`src/rtl/apb_mux_wd.sv`:
```
// APB completer-side multiplexer: one requester fanned out to NUM_SLAVES peripherals.
// Optional stall watchdog enabled by defining APB_MUX_WD_TIMEOUT_EN.
module apb_mux_wd #(
  parameter int unsigned NUM_SLAVES     = 8,
  parameter int unsigned ADDR_WIDTH     = 32,
  parameter int unsigned DATA_WIDTH     = 32,
  parameter int unsigned SEL_LSB        = 12,
  parameter int unsigned SEL_WIDTH      = 4,
  parameter int unsigned TIMEOUT_CYCLES = 256
) (
  input  logic                                 clk_i,
  input  logic                                 rst_ni,
  input  logic                                 ctrl_psel,
  input  logic                                 ctrl_penable,
  input  logic                                 ctrl_pwrite,
  input  logic [ADDR_WIDTH-1:0]                ctrl_paddr,
  output logic [DATA_WIDTH-1:0]                ctrl_prdata,
  output logic                                 ctrl_pready,
  output logic                                 ctrl_pslverr,
  output logic [NUM_SLAVES-1:0]                slv_psel,
  output logic                                 slv_penable,
  input  logic [NUM_SLAVES-1:0]                slv_pready,
  input  logic [NUM_SLAVES-1:0]                slv_pslverr,
  input  logic [NUM_SLAVES-1:0][DATA_WIDTH-1:0] slv_prdata,
  input  logic                                 status_clr_i,
  output logic [2:0]                           err_sticky_o,
  output logic [ADDR_WIDTH-1:0]                err_addr_o
);

  typedef enum logic [1:0] {
    ST_IDLE,
    ST_ACCESS,
    ST_DECERR
  } state_e;

  // Extra bit lets NUM_SLAVES == 2**SEL_WIDTH be represented in the compare.
  localparam logic [SEL_WIDTH:0] NUM_SLAVES_W = (SEL_WIDTH + 1)'(NUM_SLAVES);

  state_e                state_q;
  logic [SEL_WIDTH-1:0]  sel_q;
  logic                  dec_q;
  logic [2:0]            sticky_q;
  logic [ADDR_WIDTH-1:0] err_addr_q;

  logic [SEL_WIDTH-1:0]  idx;
  logic                  dec_err;
  logic                  setup;
  logic                  slave_ready;
  logic                  slave_err;
  logic [DATA_WIDTH-1:0] slave_rdata;
  logic                  timeout_hit;
  logic                  timeout_force;
  logic [2:0]            new_err;
  logic                  unused_pwrite;

  // Write direction is routed to the slaves outside this block.
  assign unused_pwrite = ctrl_pwrite;

  assign idx     = ctrl_paddr[SEL_LSB +: SEL_WIDTH];
  assign dec_err = ({1'b0, idx} >= NUM_SLAVES_W);
  assign setup   = ctrl_psel & ~ctrl_penable;

  always_comb begin
    slave_ready = 1'b0;
    slave_err   = 1'b0;
    slave_rdata = '0;
    for (int unsigned i = 0; i < NUM_SLAVES; i++) begin
      if (sel_q == SEL_WIDTH'(i)) begin
        slave_ready = slv_pready[i];
        slave_err   = slv_pslverr[i];
        slave_rdata = slv_prdata[i];
      end
    end
  end

  always_comb begin
    slv_psel = '0;
    for (int unsigned i = 0; i < NUM_SLAVES; i++) begin
      if (state_q == ST_IDLE && setup && !dec_err && idx == SEL_WIDTH'(i)) begin
        slv_psel[i] = 1'b1;
      end
      if (state_q == ST_ACCESS && !dec_q && sel_q == SEL_WIDTH'(i)) begin
        slv_psel[i] = 1'b1;
      end
    end
  end

`ifdef APB_MUX_WD_TIMEOUT_EN
  localparam int unsigned     CNT_W    = $clog2(TIMEOUT_CYCLES + 1);
  localparam logic [CNT_W-1:0] WAIT_MAX = CNT_W'(TIMEOUT_CYCLES);

  logic [CNT_W-1:0] wait_q;

  assign timeout_hit = (state_q == ST_ACCESS) & ctrl_psel & ctrl_penable & (wait_q == WAIT_MAX);

  always_ff @(posedge clk_i or negedge rst_ni) begin
    if (!rst_ni) begin
      wait_q <= '0;
    end else if (state_q == ST_IDLE && setup) begin
      wait_q <= '0;
    end else if (state_q == ST_ACCESS && ctrl_psel && ctrl_penable && !slave_ready &&
                 wait_q != WAIT_MAX) begin
      wait_q <= wait_q + CNT_W'(1);
    end
  end
`else
  logic unused_timeout_cfg;

  // TIMEOUT_CYCLES has no effect without the watchdog.
  assign unused_timeout_cfg = (TIMEOUT_CYCLES == 0);
  assign timeout_hit        = 1'b0;
`endif

  // A slave answering on the limit cycle takes precedence over the watchdog.
  assign timeout_force = timeout_hit & ~slave_ready;

  always_comb begin
    slv_penable  = 1'b0;
    ctrl_pready  = 1'b0;
    ctrl_pslverr = 1'b0;
    ctrl_prdata  = '0;
    unique case (state_q)
      ST_ACCESS: begin
        slv_penable  = ctrl_penable;
        ctrl_pready  = slave_ready | timeout_hit;
        ctrl_pslverr = slave_err | timeout_force;
        ctrl_prdata  = timeout_force ? '0 : slave_rdata;
      end
      ST_DECERR: begin
        ctrl_pready  = 1'b1;
        ctrl_pslverr = 1'b1;
      end
      default: ;
    endcase
  end

  always_comb begin
    new_err    = '0;
    new_err[0] = (state_q == ST_DECERR) & ctrl_psel & ctrl_penable;
    new_err[1] = (state_q == ST_ACCESS) & ctrl_psel & ctrl_penable & slave_ready & slave_err;
    new_err[2] = timeout_force;
  end

  always_ff @(posedge clk_i or negedge rst_ni) begin
    if (!rst_ni) begin
      state_q    <= ST_IDLE;
      sel_q      <= '0;
      dec_q      <= 1'b0;
      sticky_q   <= '0;
      err_addr_q <= '0;
    end else begin
      unique case (state_q)
        ST_IDLE: begin
          if (setup) begin
            sel_q   <= idx;
            dec_q   <= dec_err;
            state_q <= dec_err ? ST_DECERR : ST_ACCESS;
          end
        end
        ST_ACCESS: begin
          if (!ctrl_psel || (ctrl_penable && ctrl_pready)) begin
            state_q <= ST_IDLE;
          end
        end
        ST_DECERR: begin
          if (!ctrl_psel || ctrl_penable) begin
            state_q <= ST_IDLE;
          end
        end
        default: state_q <= ST_IDLE;
      endcase

      // Clear first, then merge new errors so a coincident error survives the clear.
      sticky_q <= (status_clr_i ? 3'b000 : sticky_q) | new_err;
      if (|new_err) begin
        err_addr_q <= ctrl_paddr;
      end
    end
  end

  assign err_sticky_o = sticky_q;
  assign err_addr_o   = err_addr_q;

endmodule

```
`config.mk`:
```
export PLATFORM = sky130hd
export DESIGN_NAME = apb_mux_wd
export DESIGN_NICKNAME = d
export VERILOG_FILES = /design/src/rtl/apb_mux_wd.sv
export SDC_FILE = /design/constraint.sdc
export NUM_CORES = 1
export LEC_CHECK = 0
export ABC_AREA = 1
export BUFFER_PORTS_ARGS = -buffer_cell sky130_fd_sc_hd__buf_2
export CORE_AREA = 4 4 149 151
export CTS_BUF_LIST = sky130_fd_sc_hd__clkbuf_4
export DETAILED_ROUTE_END_ITERATION = 8
export DIE_AREA = 0 0 153 155
export HOLD_SLACK_MARGIN = 0.06
export REMOVE_ABC_BUFFERS = 1
export SYNTH_ARGS = -nofsm -noshare
export SYNTH_HDL_FRONTEND = slang
export SYNTH_SLANG_ARGS = --single-unit
```
`constraint.sdc`:
```
create_clock -name clk_i -period 5.8 [get_ports clk_i]
set_clock_uncertainty 0.1 [all_clocks]
set_input_delay 0.58 -clock clk_i [delete_from_list [all_inputs] [get_ports clk_i]]
set_output_delay 0.58 -clock clk_i [all_outputs]
set_load 0.02 [all_outputs]
```
After elaboration in Yosys (flattened, before gate mapping) --
Index checks and enable logic that the tools add are counted.
Storage, ports and cells: flip-flop bits (word level) 42, output and inout bits 78, bits of input ports 310, logic and storage cells 115
Cells by class: mux-type cells 50, reduce and logical (&&, ||, !) cells 31, eq/ne operators 19, magnitude comparators 1, bitwise gates (word level) 9
Operators by type and width (number):
- $mux 32 | 9
- $mux 1 | 33
- $eq 4x3->1 const B | 8
- $logic_and 1x1->1 | 20
- $eq 4x2->1 const B | 4
- $eq 4x1->1 const B | 2
- $logic_not 4->1 | 2
- $mux 2 | 4
- $and 1x1->1 | 7
- $pmux 2 s3 | 1
- $ge 4x4->1 const B | 1
- $ne 2x1->1 const B | 2
- $pmux 1 s2 | 2
- $logic_not 1->1 | 3
- $mux 3 | 1
- $or 3x2->3 | 1
- $reduce_and 3->1 | 1
- $eq 2x1->1 const B | 1
- $eq 2x2->1 const B | 1
- $logic_not 2->1 | 1
- $logic_or 1x1->1 | 2
- $ne 2x2->1 const B | 1
- $reduce_and 2->1 | 1
- $reduce_or 2->1 | 1
- $not 1->1 | 1

Logic depth before layout (Yosys ltp) --
Gate-level depths: netlist of the first run.
depth after elaboration 14, mapped depth 14, depth with buffers taken out 13

Least setup slack after synthesis of the first run --
Ideal clock, no wire load.
path type register to output, start register sel_q[0], end output ctrl_prdata[10], required time 5.120 ns, stages on the path, launching flop included 9, setup slack 3.294 ns, buffers on the path 2, data arrival time 1.826 ns, cell sequence dfrtp_1 > buf_2 > nor3_2 > clkbuf_1 > a22o_1 > a21oi_1 > nand3_1 > o21ai_0 > a21oi_1
On the way: cells in the longest elaborated chain, start to end 10, elaborated cells between the ends (all ways) 17, those cells by class 7 x eq/ne; 9 x mux; 1 x reduce/logical
RTL lines:
- start, declared | RTL line 40 | logic [SEL_WIDTH-1:0] sel_q;
- start signal, assigned | RTL line 155 | sel_q <= idx;
- $logic_not 4->1 | RTL line 68 | if (sel_q == SEL_WIDTH'(i)) begin
- $mux 32 (7 in series) | RTL line 68
- $mux 32 * | RTL line 68
- $mux 32 * | RTL line 122 | unique case (state_q)
- end, declared | RTL line 17 | output logic [DATA_WIDTH-1:0] ctrl_prdata,
Every way passes the cells marked *; elsewhere a longest branch is shown, timed or not.

Worst setup path in the final report of the first run --
start register sel_q[1], end output ctrl_prdata[2]
Same word-level chain as after synthesis.

==> results.yml, run 1 <==
worst_setup_path:
  crit_required_ns: 5.12
  r2r-end: "err_addr_o[0]"
  path_class: "reg -> out"
  worstPathArrival_ns: 3.37
  rrSetupSlack_ns: 2.56
  end_kind: "output pin"
  reg2reg_depth: 10
  reg2reg_from: "sel_q[1]"
  startpoint_type: "flop"
  critPathMaxFanout: 17
timing:
  final_hold_viol_count: 0
  tightest_slew_ns: 0.9233
  slew_violations: 0
  finalCritPeriodShare_pct: 69.79
  fmax_ghz: 0.2470
  setup_viol: 0
  setup-tns-final_ns: 0
  rsz0062_at_grt: "false"
  fin_crit_ns: 4.048
  slew_headroom_pct: 38.45
floorplanning:
  pin_count: 388
  fp.dieW_um: 153
  initial_core_util_pct: 18.43
  coreArea_um2: 20820
  die_area_um2: 23720
  rows: 53
  die_h_um: 155
clock_tree:
  cts_setup_buffers: 0
  numCtsBuffers: 5
  insertion_delay_ns: 0.36
  path_clk_slew_ns: 0.13
  ctsRootBufferMaster: "clkbuf_4"
  cts-htree-levels: 2
  postCtsHoldBufs: 0
  cts_tree: "done"
  ctsResizeCount: 0
  cts.sinks: 41
  clock_path_buffers: 2
route:
  wire_per_inst_um: 18.27
  finalWirelength_mm: 22.89
  drtPass1Iterations: 6
  drt-initial-drc-count: 413
  vias: 5908
  final_antenna_net_count: 0
  drc_errors: 0
  vias_per_cell: 4.715
placement:
  gp_congestion: 0.9304
  port_buffers: 385
  dp_hpwl_mm: 17.87
yosys:
  synth_flop_cell: "dfrtp_1"
  synth_top_area_share_pct: 26.74
  ys_warn_count: 0
  synth_edf_count: 0
  ys_types: 27
  yosysMostFrequentCell: "nand2_1"
  synthTopCellsByCount: "nand2_1 (219), a21oi_1 (68), nand3_1 (57)"
  ys_top_cells_by_area: "dfrtp_1 (27%), nand2_1 (21%), a21oi_1 (8.9%)"
  synthCells: 617
  synth_area_um2: 3837
  syn_area_per_cell_um2: 6.219
  ys_seq_elements: 41
  yosysTopAreaCell: "dfrtp_1"
  async_reset_ff_share_pct: 100.0
  seq_area_frac_synth_pct: 26.74
final_layout:
  areaGrowthSynthToFinish_pct: 57.74
  multi_input_area_um2: 2451
  nFillCells: 2383
  seqCellArea_um2: 1026
  drive_gt1_share_pct: 42.77
  fin_nets: 1287
grt:
  antenna_found_initial: 5
  grt_max_degree: 42
  grt_usage_pct: 17.74
  grt_pass1_vias: 5868
  grt_pass1_wl_mm: 33.43
  grt.overflow.total: 0
power:
  ir_worst_vdd_mv: 0.2494
  p_per_area_nw_per_um2: 331.5
  total_power_mw: 2.007
  power.leakage_nw: 3.516
outcome:
  status: "completed"
min_path:
  hold_path.class: "in -> async"
job:
  max_cap_violations: 0
[report_power, final]
group          total [mW]  switching [mW]  internal [mW]
Combinational        1.36           0.890          0.472
Clock               0.142          0.0985         0.0440
Sequential          0.502          0.0929          0.409
[layout by cell type, fill, tap and decap left out, types with 3 or more instances in the layout]
cell / Yosys / layout
buf_2: 4 / 385
nand2_1: 219 / 219
a21oi_1: 68 / 68
nand3_1: 57 / 57
inv_1: 44 / 44
dfrtp_1: 41 / 41
o21ai_0: 25 / 25
nand4_1: 24 / 24
o211ai_1: 23 / 23
a221oi_1: 22 / 22
nor2_1: 15 / 15
a22o_1: 9 / 9
buf_4: 3 / 8
inv_2: 6 / 6
nor3_4: 3 / 5
clkbuf_4: 0 / 5
o22ai_1: 4 / 4
diode_2: 0 / 3
[area by class of cell]
| cell class | count | area share [%] |
|---|---|---|
| clock inverters | 3 | 0.2067 |
| well taps | 275 | 5.684 |
| clock buffers | 5 | 0.6201 |
| multi-input cells | 483 | 40.49 |
| inverters | 50 | 3.100 |
| diodes | 3 | 0.1240 |
| flip-flops and latches | 41 | 16.95 |
| repair buffers | 393 | 32.82 |
[sequential cells by signal, summed over array words and instances (netlist names)]
signal / flops
err_addr_o: 32
sel_q: 4
err_sticky_o: 2
state_q: 2
dec_q: 1
[cells by family (layout without fill, tap and decap cells)]
logic type                 after synthesis  in the layout  share of synthesized area (%)
adders and majority gates                3              3                         0.9783
AOI/OAI and AO/OA                      153            153                          24.91
and+or+nand+nor                        326            326                          37.37
DFF                                     41             41                          26.74
other                                    1              4                        0.09772
buffers and inverters                   93            451                          9.912
[per-stage QoR]
stage	setup WS (ns)	cells	utilization, %	cell area (um^2)	hold WS [ns]
finish	1.752	1253	29.07	6053	0.2330
global route	1.721	1253	29.07	6053	0.2668
CTS	1.833	1250	29.04	6046	0.2466
detailed placement	2.262	1242	28.79	5996	0.3891
global placement	2.266	1242	28.79	5996	0.3846
floorplan	2.521	574	-	3645	0.1844
[layer usage]
layer  up-vias  GRT usage [%]  wire, um
li1       2827              -         -
met1      2687          22.16      9169
met2       356          29.61     10920
met3        36          4.645      2206
met4         2          6.406       575
met5         -              0        13
[critical path: stages (launching register included)]
cell	delay, ns
dfrtp_1	0.57
nand2_1	0.21
inv_1	0.06
nand2_1	0.17
inv_1	0.38
buf_4	0.35
a221oi_1	0.58
nand4_1	0.29
o211ai_1	0.16
inv_1	0.06
buf_2	0.15
[how the worst max path moves through the flow]
stage | endpoint | start
finish | ctrl_prdata[2] | sel_q[1]
global placement | ctrl_prdata[2] | sel_q[1]
global route | ctrl_prdata[2] | sel_q[1]
detailed placement | ctrl_prdata[2] | sel_q[1]
CTS | ctrl_prdata[2] | sel_q[1]
floorplan | ctrl_pslverr | sel_q[1]
No activity file was read; power rests on OpenSTA's default activity.
==> run 2: changes to the inputs <==
--- a/config.mk
+++ b/config.mk
@@ -5,12 +5,12 @@
 export SDC_FILE = /design/constraint.sdc
 export NUM_CORES = 1
 export LEC_CHECK = 0
-export ABC_AREA = 1
+export ABC_AREA = 0
 export BUFFER_PORTS_ARGS = -buffer_cell sky130_fd_sc_hd__buf_2
-export CORE_AREA = 4 4 149 151
+export CORE_AREA = 4 4 147 149
 export CTS_BUF_LIST = sky130_fd_sc_hd__clkbuf_4
 export DETAILED_ROUTE_END_ITERATION = 8
-export DIE_AREA = 0 0 153 155
+export DIE_AREA = 0 0 151 153
 export HOLD_SLACK_MARGIN = 0.06
 export REMOVE_ABC_BUFFERS = 1
 export SYNTH_ARGS = -nofsm -noshare
==> constraint.sdc (replaced) <==
create_clock -name clk_i -period 3.8 [get_ports clk_i]
set_clock_uncertainty 0.1 [all_clocks]
set_input_delay 0.38 -clock clk_i [delete_from_list [all_inputs] [get_ports clk_i]]
set_output_delay 0.38 -clock clk_i [all_outputs]
set_load 0.02 [all_outputs]
==> results.yml, run 2 <==
placement:
  gp_congestion: 0.9315
  port_buffers: 385
  dp_hpwl_mm: 19.18
clock_tree:
  insertion_delay_ns: 0.34
  clock_path_buffers: 2
  cts_tree: "done"
  ctsRootBufferMaster: "clkbuf_4"
  cts_setup_buffers: 0
  cts-htree-levels: 2
  numCtsBuffers: 5
  cts.sinks: 41
  path_clk_slew_ns: 0.13
  ctsResizeCount: 0
  postCtsHoldBufs: 0
yosys:
  yosysTopAreaCell: "dfrtp_1"
  ys_types: 43
  synthTopCellsByCount: "nor2_1 (47), a221oi_1 (46), dfrtp_1 (41)"
  synth_fa_ha_area_share_pct: 0.7582
  synth-compound-area-share_pct: 28.41
  synth.area.mux_share_pct: 20.92
  seq_area_frac_synth_pct: 20.72
  syn_area_per_cell_um2: 8.420
  synth_simple_gate_area_share_pct: 21.46
  synth_top_area_share_pct: 20.72
  synth_top_family_by_area: "compound AO/OA/AOI/OAI gates"
  ys_seq_elements: 41
  synth_edf_count: 0
  ys_warn_count: 0
  synth_area_um2: 4951
  synthXorXnorAreaFrac_pct: 0
  synthCells: 588
  ys_top_cells_by_area: "dfrtp_1 (21%), mux4_2 (12%), a221oi_1 (8.1%)"
  synth_flop_cell: "dfrtp_1"
  yosysMostFrequentCell: "nor2_1"
  async_reset_ff_share_pct: 100.0
worst_setup_path:
  startpoint_type: "flop"
  critPathMaxFanout: 31
  path_class: "reg -> out"
  r2r-end: "err_addr_o[30]"
  end_kind: "output pin"
  reg2reg_depth: 6
  reg2reg_from: "sel_q[0]"
  crit_required_ns: 3.32
  worstPathArrival_ns: 2.59
  rrSetupSlack_ns: 1.26
final_layout:
  multi_input_area_um2: 3552
  drive_gt1_share_pct: 50.97
  postLayoutCoreUtil_pct: 35.10
  seqCellArea_um2: 1030
  final_common_cell: "buf_2"
  largest_reg_flops: 32
  most-common-layout-cells: "buf_2 (385), nor2_1 (47), a221oi_1 (46), nand2_1 (39), dfrtp_1 (38)"
  nFillCells: 2132
  fin_nets: 1242
  areaGrowthSynthToFinish_pct: 42.99
grt:
  grt.overflow.total: 0
  grt_use_met1_pct: 24.67
  use_met2_pct: 31.82
  grt_max_degree: 65
  grt_pass1_wl_mm: 34.74
  grt_use_met3_pct: 6.396
  top_usage_layer: "met2"
  grt_pass1_vias: 6013
  antenna_found_initial: 11
  grt_usage_pct: 19.03
timing:
  rsz0062_at_grt: "false"
  setup_viol: 0
  slew_violations: 0
  final_hold_viol_count: 0
  slew_headroom_pct: 30.74
  finalCritPeriodShare_pct: 80.72
  setup-tns-final_ns: 0
  fin_crit_ns: 3.067
  fmax_ghz: 0.3260
  tightest_slew_ns: 1.039
floorplanning:
  fp.dieW_um: 151
  initial_core_util_pct: 24.55
  die_h_um: 153
  rows: 52
  coreArea_um2: 20170
  pin_count: 388
  die_area_um2: 23100
route:
  vias_per_cell: 5.294
  drtPass1Iterations: 5
  wire_per_inst_um: 20.13
  drt-initial-drc-count: 300
  final_antenna_net_count: 0
  drc_errors: 0
  finalWirelength_mm: 24.18
  vias: 6358
min_path:
  hold_path.class: "in -> async"
power:
  p_per_area_nw_per_um2: 587.1
  power.leakage_nw: 3.202
  ir_worst_vdd_mv: 0.3374
job:
  max_cap_violations: 0
outcome:
  status: "completed"
-- run 2: power breakdown --
part           internal (mW)  switching (mW)  total [mW]
clock                  0.144           0.152       0.296
sequential             0.540           0.172       0.712
combinational           1.27            1.87        3.15
-- run 2: cell type report --
cell class | instances | area share [%]
Tap cell | 270 | 4.772
Sequential cell | 41 | 14.55
Multi-Input combinational cell | 473 | 50.18
Inverter | 9 | 0.4772
Timing Repair Buffer | 399 | 28.88
Clock inverter | 2 | 0.4772
Clock buffer | 6 | 0.6363
Antenna cell | 1 | 0.03535
-- run 2: how the worst max path moves through the flow --
| stage | endpoint | from | depth (start not counted) |
|---|---|---|---|
| CTS | ctrl_prdata[20] | sel_q[1] | 6 |
| global route | ctrl_prdata[20] | sel_q[1] | 6 |
| global placement | ctrl_prdata[20] | sel_q[1] | 6 |
| floorplan | ctrl_pslverr | sel_q[0] | 4 |
| finish | ctrl_prdata[7] | sel_q[1] | 6 |
| detailed placement | ctrl_prdata[20] | sel_q[1] | 6 |
-- run 2: critical path: stages (launching register included) --
cell and delay, ns:
dfrtp_2 0.58, buf_4 0.36, buf_4 0.44, mux2_2 0.41, o22ai_1 0.15, a211oi_1 0.09
buf_2 0.19
-- run 2: cell families after synthesis --
| logic type | count (synthesis) |
|---|---|
| DFF | 41 |
| adders and majority gates | 3 |
| AOI/OAI and AO/OA | 192 |
| and+or+nand+nor | 210 |
| muxes | 67 |
| buffers and inverters | 74 |
| other | 1 |
-- run 2: per-stage QoR --
step / power, mW / setup slack, ns / std cells / area, um^2 / hold slack [ns]
after floorplan: 2.864 / -0.8332 / 523 / 4606 / -0.01559
after global placement: 3.822 / 1.141 / 1192 / 6998 / 0.3813
after detailed placement: 3.859 / 1.141 / 1192 / 6998 / 0.3935
after CTS: 4.167 / 0.7417 / 1200 / 7077 / 0.1032
after global routing: 4.512 / 0.5653 / 1201 / 7079 / 0.09921
final: 4.156 / 0.7325 / 1201 / 7079 / 0.08041
-- run 2: layer usage --
metal	vias to the layer above	part of all wire, %	wire, um
li1	2974	-	-
met1	3054	41	9844
met2	282	48	11510
met3	32	10	2526
met4	16	0.86	208
met5	-	0.36	88
